$ cat src/rtl/div_ctrl.sv
// div_ctrl -- multi-cycle 32-bit integer divider controller (DIV / DIVU).
//
// A request held on start_i is accepted in IDLE, then a restoring radix-2
// divider retires one quotient bit per clock for 32 clocks. The result is
// {remainder, quotient} and is held on result_o until the next load. ready_o
// stays high in DIV_END for as long as the requester keeps start_i high.
//
// Optional feature: define DIV_EARLY_ZERO_EN to short-circuit a zero divisor
// through the BYZERO state (result 64'h0 two edges after accept). With the
// macro undefined, a zero divisor runs the full 32 steps and returns
// {latched dividend, 32'hFFFFFFFF}.
module div_ctrl (
  input  logic        clk,
  input  logic        resetn,
  input  logic        start_i,
  input  logic        signed_i,
  input  logic        annul_i,
  input  logic [31:0] opdata1_i,
  input  logic [31:0] opdata2_i,
  output logic [63:0] result_o,
  output logic        ready_o,
  output logic        stall_o
);

  // ---------------------------------------------------------------------------
  // State encoding
  // ---------------------------------------------------------------------------
  localparam logic [1:0] IDLE    = 2'd0;
`ifdef DIV_EARLY_ZERO_EN
  localparam logic [1:0] BYZERO  = 2'd1;
`endif
  localparam logic [1:0] DIV_ON  = 2'd2;
  localparam logic [1:0] DIV_END = 2'd3;

  localparam logic [5:0] LAST_STEP = 6'd31;

  // ---------------------------------------------------------------------------
  // Registers
  // ---------------------------------------------------------------------------
  logic [1:0]  r_state;
  logic [5:0]  r_cnt;
  logic [31:0] r_op1;      // dividend as presented (raw bits)
  logic [31:0] r_op2;      // divisor as presented (raw bits)
  logic        r_signed;
  logic [31:0] r_rem;      // partial remainder
  logic [31:0] r_quo;      // dividend magnitude shifting out / quotient in
  logic [31:0] r_dvs;      // divisor magnitude
  logic [63:0] r_result;
  logic        r_ready;

  // ---------------------------------------------------------------------------
  // Combinational signals
  // ---------------------------------------------------------------------------
  logic [1:0]  w_state_nxt;
  logic        w_accept;
  logic        w_step;
  logic        w_finish;
  logic [31:0] w_op1_mag;
  logic [31:0] w_op2_mag;
  logic [32:0] w_shift;
  logic [33:0] w_diff;
  logic        w_fits;
  logic [31:0] w_rem_nxt;
  logic [31:0] w_quo_nxt;
  logic        w_q_neg;
  logic        w_r_neg;
  logic [31:0] w_quo_fix;
  logic [31:0] w_rem_fix;
  logic [63:0] w_final;

  // Request handshake qualifiers. annul_i beats start_i everywhere.
  assign w_accept = (r_state == IDLE) && start_i && !annul_i;
  assign w_step   = (r_state == DIV_ON) && !annul_i;
  assign w_finish = w_step && (r_cnt == LAST_STEP);

  // Magnitudes taken from the live inputs at the accept edge. Two's-complement
  // negation of 0x80000000 wraps to 0x80000000, which is the correct unsigned
  // magnitude, so no special case is needed.
  assign w_op1_mag = (signed_i && opdata1_i[31]) ? (~opdata1_i + 32'd1) : opdata1_i;
  assign w_op2_mag = (signed_i && opdata2_i[31]) ? (~opdata2_i + 32'd1) : opdata2_i;

  // One restoring step: bring the next dividend bit into the remainder and try
  // to subtract the divisor. The extra top bit of w_diff is the borrow.
  assign w_shift   = {r_rem, r_quo[31]};
  assign w_diff    = {1'b0, w_shift} - {2'b00, r_dvs};
  assign w_fits    = ~w_diff[33];
  assign w_rem_nxt = w_fits ? w_diff[31:0] : w_shift[31:0];
  assign w_quo_nxt = {r_quo[30:0], w_fits};

  // Sign correction: quotient is negative when the operand signs differ,
  // remainder follows the dividend.
  assign w_q_neg   = r_signed && (r_op1[31] ^ r_op2[31]);
  assign w_r_neg   = r_signed && r_op1[31];
  assign w_quo_fix = w_q_neg ? (~w_quo_nxt + 32'd1) : w_quo_nxt;
  assign w_rem_fix = w_r_neg ? (~w_rem_nxt + 32'd1) : w_rem_nxt;

`ifdef DIV_EARLY_ZERO_EN
  // Zero divisors never reach DIV_ON in this build.
  assign w_final = {w_rem_fix, w_quo_fix};
`else
  // A zero divisor runs the full loop; report the raw dividend and an
  // all-ones quotient without any sign correction.
  assign w_final = (r_op2 == 32'd0) ? {r_op1, 32'hFFFF_FFFF}
                                    : {w_rem_fix, w_quo_fix};
`endif

  // Next-state decode for the control FSM.
  always_comb begin
    // NOTE: default assignment first so every path drives w_state_nxt and no latch is inferred.
    w_state_nxt = r_state;
    if (annul_i) begin
      w_state_nxt = IDLE;
    end else begin
      case (r_state)
        IDLE: begin
          if (start_i) begin
`ifdef DIV_EARLY_ZERO_EN
            w_state_nxt = (opdata2_i == 32'd0) ? BYZERO : DIV_ON;
`else
            w_state_nxt = DIV_ON;
`endif
          end
        end
`ifdef DIV_EARLY_ZERO_EN
        BYZERO:  w_state_nxt = DIV_END;
`endif
        DIV_ON: begin
          if (r_cnt == LAST_STEP) w_state_nxt = DIV_END;
        end
        DIV_END: begin
          if (!start_i) w_state_nxt = IDLE;
        end
        default: w_state_nxt = IDLE;
      endcase
    end
  end

  // State register and step counter.
  always_ff @(posedge clk) begin
    // NOTE: sequential state uses non-blocking assignments so every register samples pre-edge values.
    if (!resetn) begin
      r_state <= IDLE;
      r_cnt   <= 6'd0;
    end else begin
      r_state <= w_state_nxt;
      if (w_accept) begin
        r_cnt <= 6'd0;
      end else if (w_step) begin
        r_cnt <= r_cnt + 6'd1;
      end
    end
  end

  // Operand capture at accept and one shift/subtract per DIV_ON cycle.
  always_ff @(posedge clk) begin
    if (!resetn) begin
      r_op1    <= 32'd0;
      r_op2    <= 32'd0;
      r_signed <= 1'b0;
      r_rem    <= 32'd0;
      r_quo    <= 32'd0;
      r_dvs    <= 32'd0;
    end else if (w_accept) begin
      r_op1    <= opdata1_i;
      r_op2    <= opdata2_i;
      r_signed <= signed_i;
      r_rem    <= 32'd0;
      r_quo    <= w_op1_mag;
      r_dvs    <= w_op2_mag;
    end else if (w_step) begin
      r_rem    <= w_rem_nxt;
      r_quo    <= w_quo_nxt;
    end
  end

  // Result load and ready flag; the result only changes when a divide completes.
  always_ff @(posedge clk) begin
    if (!resetn) begin
      r_result <= 64'd0;
      r_ready  <= 1'b0;
    end else if (annul_i) begin
      r_ready  <= 1'b0;
    end else begin
      case (r_state)
`ifdef DIV_EARLY_ZERO_EN
        BYZERO: begin
          r_result <= 64'd0;
          r_ready  <= 1'b1;
        end
`endif
        DIV_ON: begin
          if (w_finish) begin
            r_result <= w_final;
            r_ready  <= 1'b1;
          end
        end
        DIV_END: begin
          if (!start_i) r_ready <= 1'b0;
        end
        default: r_ready <= 1'b0;
      endcase
    end
  end

  assign result_o = r_result;
  assign ready_o  = r_ready;
  assign stall_o  = start_i & ~r_ready;

endmodule

$ cat config.mk
export PLATFORM = sky130hd
export DESIGN_NAME = div_ctrl
export DESIGN_NICKNAME = d
export VERILOG_FILES = /design/src/rtl/div_ctrl.sv
export SDC_FILE = /design/constraint.sdc
export NUM_CORES = 1
export LEC_CHECK = 0
export CORE_AREA = 2 2 248 152
export CTS_BUF_LIST = sky130_fd_sc_hd__clkbuf_8
export DETAILED_ROUTE_END_ITERATION = 7
export DIE_AREA = 0 0 250 154
export SETUP_SLACK_MARGIN = 0.1
export SLEW_MARGIN = 20
export SYNTH_ARGS = -nofsm -noshare
export SYNTH_HDL_FRONTEND = slang
export SYNTH_SLANG_ARGS = --single-unit
$ cat constraint.sdc
create_clock -name clk -period 9.7 [get_ports clk]
set_input_delay 1.94 -clock clk [delete_from_list [all_inputs] [get_ports clk]]
set_output_delay 1.94 -clock clk [all_outputs]
set_load 0.1 [all_outputs]
* After elaboration in Yosys (flattened, before gate mapping)
Cells that the tools add are included.
** Storage, ports and cells
- Register bits after elaboration :: 234
- Input bits :: 69
- Output and inout port bits :: 66
- Logic and storage cells :: 65
** Cells by class
- Add/sub/neg operators :: 6
- Equality and inequality tests :: 7
- Mux-type cells :: 15
- Bitwise logic cells :: 10
- Reductions and logical operators :: 17
** Operators with widths (count)
- $mux W32 :: 7
- $add A32 B1 Y32 const B :: 4
- $not A32 Y32 :: 4
- $mux W64 :: 1
- $sub A33 B32 Y34 :: 1
- $logic_not A32 Y1 :: 1
- $logic_and A1 B1 Y1 :: 8
- $add A6 B1 Y6 const B :: 1
- $eq A6 B5 Y1 const B :: 1
- $mux W2 :: 3
- $ne A2 B2 Y1 const B :: 3
- $pmux W2 S3 :: 1
- $reduce_and A3 Y1 :: 2
- $eq A2 B2 Y1 const B :: 2
- $not A1 Y1 :: 4
- $reduce_or A2 Y1 :: 2
- $logic_not A2 Y1 :: 1
- $mux W1 :: 2
- $ne A2 B1 Y1 const B :: 1
- $pmux W1 S2 :: 1
- $reduce_and A2 Y1 :: 1
- $reduce_bool A2 Y1 :: 1
- $and A1 B1 Y1 :: 1
- $logic_not A1 Y1 :: 1
- $xor A1 B1 Y1 :: 1

* Longest topological paths before layout
- Depth in word-level cells :: 6
- Depth in mapped cells :: 24
- Depth with buffers taken out :: 20

* Least setup slack after synthesis
OpenSTA, ideal clock, no wires.
- Kind :: input to output
- Start :: input start_i
- End :: output stall_o
- Arrival :: 3.274 ns
- Path slack :: 4.486 ns
- Stages on the path :: 1
- Path through :: nor2b_1
** Between the ends
- Cells in the longest elaborated chain, start to end :: 1
** Ends and longest elaborated chain
- from (decl) :: RTL line 15 : input logic start_i,
- $and A1 B1 Y1 :: RTL line 207 : assign stall_o = start_i & ~r_ready;
- to (decl) :: RTL line 22 : output logic stall_o
No other way between the ends.

* Final worst setup path
Ends and elaborated chain as after synthesis.

==> impl_metrics.tcl <==
set metrics [dict create \
    rows 54 \
    leakagePower_nw 6.439 \
    cts.sinks 233 \
    tritoncts "built" \
    status "completed" \
    finalNonFillerCells 2414 \
    hold_violations 0 \
    die_w_um 250 \
    boundaryPins 135 \
    path_max_fanout 7 \
    switching_share 0.3411 \
    cts_buffer_depth 3 \
    antenna_found_initial 0 \
    p_sw_mw 0.9067 \
    drt_pass1_iterations 7 \
    netlist_top_cells_area "dfxtp_1, nand2_1, a21oi_1" \
    path_class "input pin to output port" \
    cts_setup_buffers 0 \
    drive_above_1_share 0.05989 \
    first_global_vias 12410 \
    cts-buffers-inserted 39 \
    place_ws_ps 3885 \
    grt_max_degree 121 \
    synth_area_per_cell_um2 7.795 \
    power_frac_seq 0.385 \
    min_period_ps 5810 \
    core_area_um2 36080 \
    route.met2.wl_um 17500 \
    crit_path_end_kind "output port" \
    placed_cells 2343 \
    clk_pin_slew_ps 60 \
    mostFrequentLayoutCell "nand2_1" \
    synth-seq-cells 233 \
    pwr-share-comb 0.263 \
    die_area_um2 38500 \
    ys_warn_count 0 \
    post-route-drc-count 0 \
    h-tree-depth 2 \
    clkLatencyLatePin_ps 580 \
    cellPowerDensity_nw_per_um2 158.5 \
    wl_um 44650 \
    wl_met1_um 23550 \
    ir_drop_uv 81.34 \
    viasPerCell 5.774 \
    clkPwrFrac 0.352 \
    mostFrequentLayoutCells "nand2_1, dfxtp_1, nor2_1, clkdlybuf4s50_1, a21oi_1" \
    drt_iter0_drc 1219 \
    async_flop_share 0 \
    hp-class "flop to flop" \
    relSlewSlack 0.2999 \
    drv_slew 0 \
    fillers 3612 \
    synth_top_area_share 0.3243 \
    drtAntennaViolNets 0 \
    setup_tns_ps 0 \
    synth-edff-count 0 \
    syn_inst 1845 \
    portBuffers 134 \
    gp_routability_congestion 0.8877 \
    fp.dieH_um 154 \
    cts_resized 0 \
    root_buffer "clkbuf_8" \
    route.met3.wl_um 2936 \
    grt_first_pass_wirelength_um 69700 \
    cp.required_ps 7760 \
    yosysSeqAreaShare 0.3243 \
    finalWorstSetupSlack_ps 3890 \
    fin_nets 2015 \
    hpwlAfterDp_um 32990 \
    fmax_mhz 172.1 \
    num_vias 13940 \
    synth_area_leader_cell "dfxtp_1" \
    cts_hold_buf 0 \
    critPathArrivalTime_ps 3870 \
    wl_per_cell_um 18.50 \
    setup_viol 0 \
    ys.flop_type "dfxtp_1" \
    synth_nets 1952 \
    p_int_mw 1.751 \
    rsz0062_at_grt "false" \
    netlist_area_um2 14380 \
    grt_util_all_layers 0.2234 \
    ys_types 89 \
    topRoutingLayerUsed "met4" \
    cp-start-kind "input pin" \
    grt_overflow 0 \
    worst_pin_slew_ps 1047 \
    start_util 0.3986 \
    period_share 0.5989 \
    fin_skew_ps 37.20 \
    max-cap-violations 0 \
    syn_to_final_growth_pct 16.59 \
]
cells by family (layout without fill, tap and decap cells):
kind of cell / Yosys count / count (layout) / share of synthesized area
AOI/OAI and AO/OA: 563 / 563 / 0.2713
xor gates and xnor gates: 131 / 131 / 0.07978
adders and majority gates: 38 / 38 / 0.03358
buffers and inverters: 179 / 271 / 0.04994
DFF: 233 / 233 / 0.3243
muxes: 27 / 27 / 0.01923
other: 0 / 1 / 0
and+or+nand+nor: 674 / 674 / 0.2219
metal layers:
metal  up-vias  global-route usage
met5         -                   0
met1      6693              0.3554
li1       6773                   -
met4         0             0.04619
met2       420              0.3097
met3        53             0.03437
power groups by stage:
stage	registers, mW	clock network, mW	logic, mW
5_1_grt	1.03	1.00	0.761
4_1_cts	1.02	0.954	0.686
3_3_place_gp	1.04	0	0.676
6_report	1.02	0.936	0.698
2_1_floorplan	1.03	0	0.499
3_5_place_dp	1.04	0	0.682
worst max-delay path, stage by stage:
cell	delay [ps]
clkdlybuf4s50_1	620
nor2b_1	180
clkdlybuf4s50_1	1140
sequential cells by signal (all words and copies together), names as in the netlist, 2 cells and up:
signal,count
r_op2,32
r_rem,32
result_o,64
r_quo,32
r_state,2
r_dvs,31
r_op1,32
r_cnt,6
synthesized netlist by cell type (all sizes together), types with 11 or more instances:
| cell type | n |
|---|---|
| xor2 | 68 |
| mux2i | 25 |
| inv | 52 |
| or3 | 20 |
| or4 | 15 |
| nor2b | 14 |
| nor3b | 27 |
| a21boi | 73 |
| buf | 27 |
| a21o | 11 |
| nor3 | 38 |
| a211oi | 46 |
| nand4 | 17 |
| nand3 | 27 |
| nand2 | 279 |
| o31ai | 17 |
| o41ai | 14 |
| dfxtp | 233 |
| xnor2 | 63 |
| nor4 | 30 |
| clkbuf | 100 |
| o211a | 43 |
| nand2b | 12 |
| a221oi | 26 |
| a31oi | 19 |
| nor2 | 152 |
| and2 | 15 |
| ha | 37 |
| a21oi | 134 |
| o21ai | 113 |
| o211ai | 21 |
area by class of cell:
type / instances / area, um2 / area share
diodes: 1 / 2.502 / 0.0001492
inverters: 52 / 195.2 / 0.01164
clock buffers: 55 / 757.0 / 0.04515
repair buffers: 149 / 1455 / 0.08678
flip-flops and latches: 233 / 4664 / 0.2782
multi-input cells: 1433 / 9029 / 0.5385
clock inverters: 15 / 68.82 / 0.004104
well taps: 476 / 595.6 / 0.03552
metrics by stage:
stage / hold WS [ps] / util / total power [mW] / cell area [um2]
global placement: 444.5 / 0.4416 / 1.719 / 15930
finish: 465.0 / 0.4647 / 2.658 / 16770
floorplan: 439.1 / - / 1.532 / 14380
detailed placement: 457.0 / 0.4416 / 1.727 / 15930
CTS: 465.8 / 0.4645 / 2.662 / 16760
global route: 488.9 / 0.4647 / 2.789 / 16760
worst paths after layout:
kind,start,endpoint,depth (start not counted),slack (ps)
hold reg to reg,r_op1[21],result_o[53],2,460
setup reg to reg,r_rem[14],result_o[54],18,4230
setup / recovery,start_i,stall_o,3,3890
hold / removal,r_op1[21],result_o[53],2,460
No activity file was read; power rests on OpenSTA's default activity.
